File: config.mk
export PLATFORM = sky130hd
export DESIGN_NAME = regfile_dump_sequencer
export DESIGN_NICKNAME = d
export VERILOG_FILES = /design/src/rtl/regfile_dump_sequencer.sv
export SDC_FILE = /design/constraint.sdc
export NUM_CORES = 1
export LEC_CHECK = 0
export ABC_AREA = 0
export ABC_CLOCK_PERIOD_IN_PS = 1700
export CAP_MARGIN = 20
export CORE_MARGIN = 2
export CORE_UTILIZATION = 39
export CTS_BUF_LIST = sky130_fd_sc_hd__clkbuf_8
export CTS_CLUSTER_SIZE = 20
export DETAILED_ROUTE_END_ITERATION = 8
export HOLD_SLACK_MARGIN = 0.08
export PLACE_DENSITY = 0.78
export SLEW_MARGIN = 20
export SYNTH_ARGS = -nofsm -noshare
export SYNTH_HDL_FRONTEND = slang
export SYNTH_SLANG_ARGS = --single-unit
File: constraint.sdc
create_clock -name clk -period 1.7 [get_ports clk]
set_clock_uncertainty 0.2 [all_clocks]
set_input_delay 0.255 -clock clk [delete_from_list [all_inputs] [get_ports clk]]
set_output_delay 0.255 -clock clk [all_outputs]
set_load 0.05 [all_outputs]
File: src/rtl/regfile_dump_sequencer.sv
// Purpose: drives the debug read-mux select and streams register contents (one or all 32) out a valid/ready port.
// Latency: accepted start -> select driven next cycle -> beat valid the cycle after; full dump with ready high = 64 cycles (62 skipping x0).
// Backpressure: a held beat keeps addr/data/select stable until out_ready; at most one beat per two cycles, no internal buffering.
module regfile_dump_sequencer #(
    parameter int WIDTH     = 32,
    parameter bit SKIP_ZERO = 1'b0
) (
    input  logic             clk,
    input  logic             reset,
    input  logic             start,
    input  logic             dump_all,
    input  logic [4:0]       addr,
    input  logic             abort,
    output logic [4:0]       rf_sel,
    input  logic [WIDTH-1:0] rf_data,
    output logic             out_valid,
    input  logic             out_ready,
    output logic [4:0]       out_addr,
    output logic [WIDTH-1:0] out_data,
    output logic             busy,
    output logic             done
);

    typedef enum logic [1:0] {
        S_IDLE = 2'd0,
        S_SEL  = 2'd1,
        S_HOLD = 2'd2,
        S_DONE = 2'd3
    } state_t;

    localparam logic [4:0] FIRST_IDX = SKIP_ZERO ? 5'd1 : 5'd0;
    localparam logic [4:0] LAST_IDX  = 5'd31;

    state_t     state;
    logic [4:0] cur;
    logic       mode;
    logic [4:0] start_idx;
    logic [4:0] next_idx;

    // Index of the first register to read for a newly accepted request.
    assign start_idx = dump_all ? FIRST_IDX : addr;
    assign next_idx  = cur + 5'd1;

    // Single state machine; every output is a register updated alongside the state.
    always_ff @(posedge clk or posedge reset) begin
        if (reset) begin
            state     <= S_IDLE;
            cur       <= 5'd0;
            mode      <= 1'b0;
            rf_sel    <= 5'd0;
            out_valid <= 1'b0;
            out_addr  <= 5'd0;
            out_data  <= '0;
            busy      <= 1'b0;
            done      <= 1'b0;
        end else begin
            done <= 1'b0;
            case (state)
                S_IDLE: begin
                    // abort in IDLE suppresses a same-cycle start
                    if (start && !abort) begin
                        mode   <= dump_all;
                        cur    <= start_idx;
                        rf_sel <= start_idx;
                        busy   <= 1'b1;
                        state  <= S_SEL;
                    end
                end
                S_SEL: begin
                    if (abort) begin
                        out_valid <= 1'b0;
                        busy      <= 1'b0;
                        state     <= S_IDLE;
                    end else begin
                        // mux output has settled for a full cycle on rf_sel = cur
                        out_data  <= rf_data;
                        out_addr  <= cur;
                        out_valid <= 1'b1;
                        state     <= S_HOLD;
                    end
                end
                S_HOLD: begin
                    if (abort) begin
                        out_valid <= 1'b0;
                        busy      <= 1'b0;
                        state     <= S_IDLE;
                    end else if (out_ready) begin
                        out_valid <= 1'b0;
                        if (!mode || cur == LAST_IDX) begin
                            done  <= 1'b1;
                            state <= S_DONE;
                        end else begin
                            cur    <= next_idx;
                            rf_sel <= next_idx;
                            state  <= S_SEL;
                        end
                    end
                end
                S_DONE: begin
                    busy  <= 1'b0;
                    state <= S_IDLE;
                end
                default: begin
                    out_valid <= 1'b0;
                    busy      <= 1'b0;
                    state     <= S_IDLE;
                end
            endcase
        end
    end

endmodule
==> metrics.csv <==
metric,value,unit
Max Clk Rate,526,MHz
# hold bufs at CTS,0,
CTS Sinks,48,
CP Launch Point,cur[1],
first-pass GRT wire length,8.28,mm
starting density of the core,40.3,%
worst-skew pair later-pin latency,0.30,ns
Worst Reg-to-Reg Cells,7,
DRC,0,
Avg Inst Size Synth,14.1,µm²
"Slew Viols, Final",0,
violated checks,setup timing,
routed len/inst,16.2,µm
largest net degree at the start of global routing,49,
ANT nets after route,0,
kind of critical path,reg2reg,
worst endpoint required time,1.72,ns
Slew @ Worst Pin,0.313,ns
routed vias/inst,4.87,
die area,0.00587,mm²
worst r2r src,cur[1],
crit path time final,1.90,ns
Placer Congestion,0.818,
share of layout cells above drive strength 1,50.6,%
GRT Total Usage,18.0,%
Synth cell types,24,
# IOs,88,
Critical Path Sink Type,flop,
Final Non-Filler Cells,335,
Port Buffers,87,
min-delay worst type,in2async,
grt met2 use,29.8,%
pre-CTS setup slack,-0.269,ns
H-tree depth,2,
Vias,1633,
Clock Path Buffers,2,
Die X,76.6,µm
Multi-input gate area,991,µm²
pwr/cell area,2290,mW/mm²
Util after Layout,71.9,%
cts bufs inserted,5,
CTS tree,done,
peak fanout along the critical path,5,
met1 Usage GRT,23.0,%
Final Cycle Share,112,%
Antenna diodes,0,
FF/Latch Area,0.00121,mm²
sequential area share after synthesis,58.4,%
Setup TNS Final,-4.76,ns
crit start category,flop,
max cap viols,0,
HPWL after DPL,3.41,mm
Max IR drop VDD,1.39,mV
DR pass1 iterations,5,
vias in the first global route,1672,
met3 Use GR,4.62,%
status,"finished, violations left",
post-synthesis register bit count,48,
final setup vio count,37,
grt total ovfl,0,
worst rel slew slack,79.1,%
DP Cell Count,313,
DR iter-0 viols,40,
gr busiest metal,met2,
P&R area growth vs syn,78.4,%
initial antenna violation count,0,
filler instances,349,
num rows,26,
Ys Warns,0,
final WL,5.42,mm
synthesized area,0.00206,mm²
Die Y,76.6,µm
clock slew at reported path FFs,0.09,ns
nets,312,
final hold vios,0,
cell count after synthesis,146,
Critical Path AT,1.92,ns
Pleak,1.67,nW
leading area contributor after synthesis,dfrtp_1,
final setup margin,-0.200,ns
Synthesized Nets,194,
Synth area leaders,"dfrtp_1 58%, mux2_2 21%, ha_1 3.0%",
RSZ-0062 raised after global routing,true,
Root Driver,clkbuf_8,
top-area cell type share of the netlist area,58.4,%
Placeable Area,0.00511,mm²
## registers in the layout (all words and copies together), names as in the netlist
signal     flops
busy           1
cur            5
state          2
out_addr       5
out_valid      1
done           1
mode           1
out_data      32
## cell usage in the layout (no fill, tap or decap), types with 2 or more instances in the layout
master / synthesis / final
buf_4: 0 / 47
dfrtp_1: 48 / 44
clkdlybuf4s50_1: 0 / 42
mux2_4: 0 / 37
buf_12: 0 / 17
nor2_1: 8 / 8
a21oi_1: 8 / 8
inv_1: 6 / 6
nand2b_1: 6 / 6
clkbuf_8: 0 / 5
a22oi_1: 4 / 4
dfrtp_2: 0 / 4
ha_4: 0 / 3
buf_6: 4 / 3
inv_2: 0 / 2
a2bb2oi_1: 2 / 2
nand2_1: 2 / 2
o21ai_0: 2 / 2
ha_2: 0 / 2
buf_16: 0 / 2
clkbuf_16: 0 / 2
buf_8: 0 / 2
## critical path, stage by stage, from the launching register on
cell	delay (ns)
dfrtp_2	0.43
ha_4	0.16
and3_4	0.15
ha_4	0.15
nand4bb_4	0.22
a22oi_4	0.30
nor2_1	0.07
a21oi_1	0.14
## cell usage after synthesis
cell,number
nand3_1,1
a22oi_1,4
buf_2,1
o32ai_1,1
a22oi_4,1
a21oi_1,8
nand2b_1,6
and3_1,2
a2bb2oi_1,2
inv_1,6
ha_1,5
a21oi_2,1
nand2_1,2
o22ai_1,1
mux2_2,38
nor2_1,8
o21ai_0,2
o22a_1,1
buf_6,4
nand4bb_4,1
nor2b_1,1
dfrtp_1,48
xnor2_1,1
nand3b_1,1
## power breakdown
part	leakage, nW	switching [mW]	internal (mW)
clock	0.0505	0.369	0.278
sequential	0.565	0.413	1.73
combinational	1.06	3.00	2.62
## repair_timing
action                                  in CTS  in global routing
setup buffers                                7                  3
endpoints found under the setup margin      35                 44
pin swaps                                    8                  6
gates cloned                                 4                  2
resized for setup                           15                 37
endpoints found under the hold margin        0                  0
## stage by stage
stage	area, µm²	total power, mW	hold WS, ns
final	3670	8.41	0.117
after global routing	3670	8.79	0.132
after CTS	3500	8.02	0.125
after detailed placement	3220	7.03	0.297
after global placement	3220	6.94	0.291
after floorplan	2090	5.11	0.144
## final cells by class
| class | instances | share of cell area, % |
|---|---|---|
| inverter | 6 | 0.613 |
| multi-input combinational | 88 | 27.0 |
| tap | 70 | 2.39 |
| clock inverter | 3 | 0.341 |
| timing repair buffer | 115 | 34.9 |
| clock buffer | 5 | 1.87 |
| sequential | 48 | 32.9 |
## cell families after synthesis
| kind of cell | share of synthesized area [%] |
|---|---|
| mux | 20.8 |
| flops | 58.4 |
| buf+inv | 3.53 |
| xor+xnor | 0.426 |
| fa+ha+maj | 3.04 |
| compound gates | 7.36 |
| simple gates | 6.51 |
## worst paths after layout
path	slack (ns)	to
min in group clk	0.32	out_data[27]
min	0.12	out_data[7]
min reg2reg	0.32	out_data[27]
max	-0.20	cur[3]
max reg2reg	-0.20	cur[3]
max in group asynchronous	0.94	cur[0]
## routing by layer
layer	vias up	share of wire, %
met5	-	0
met4	0	1.2
met3	6	4.9
met2	67	50
met1	810	44
li1	750	-
No activity file was read; power rests on OpenSTA's default activity.
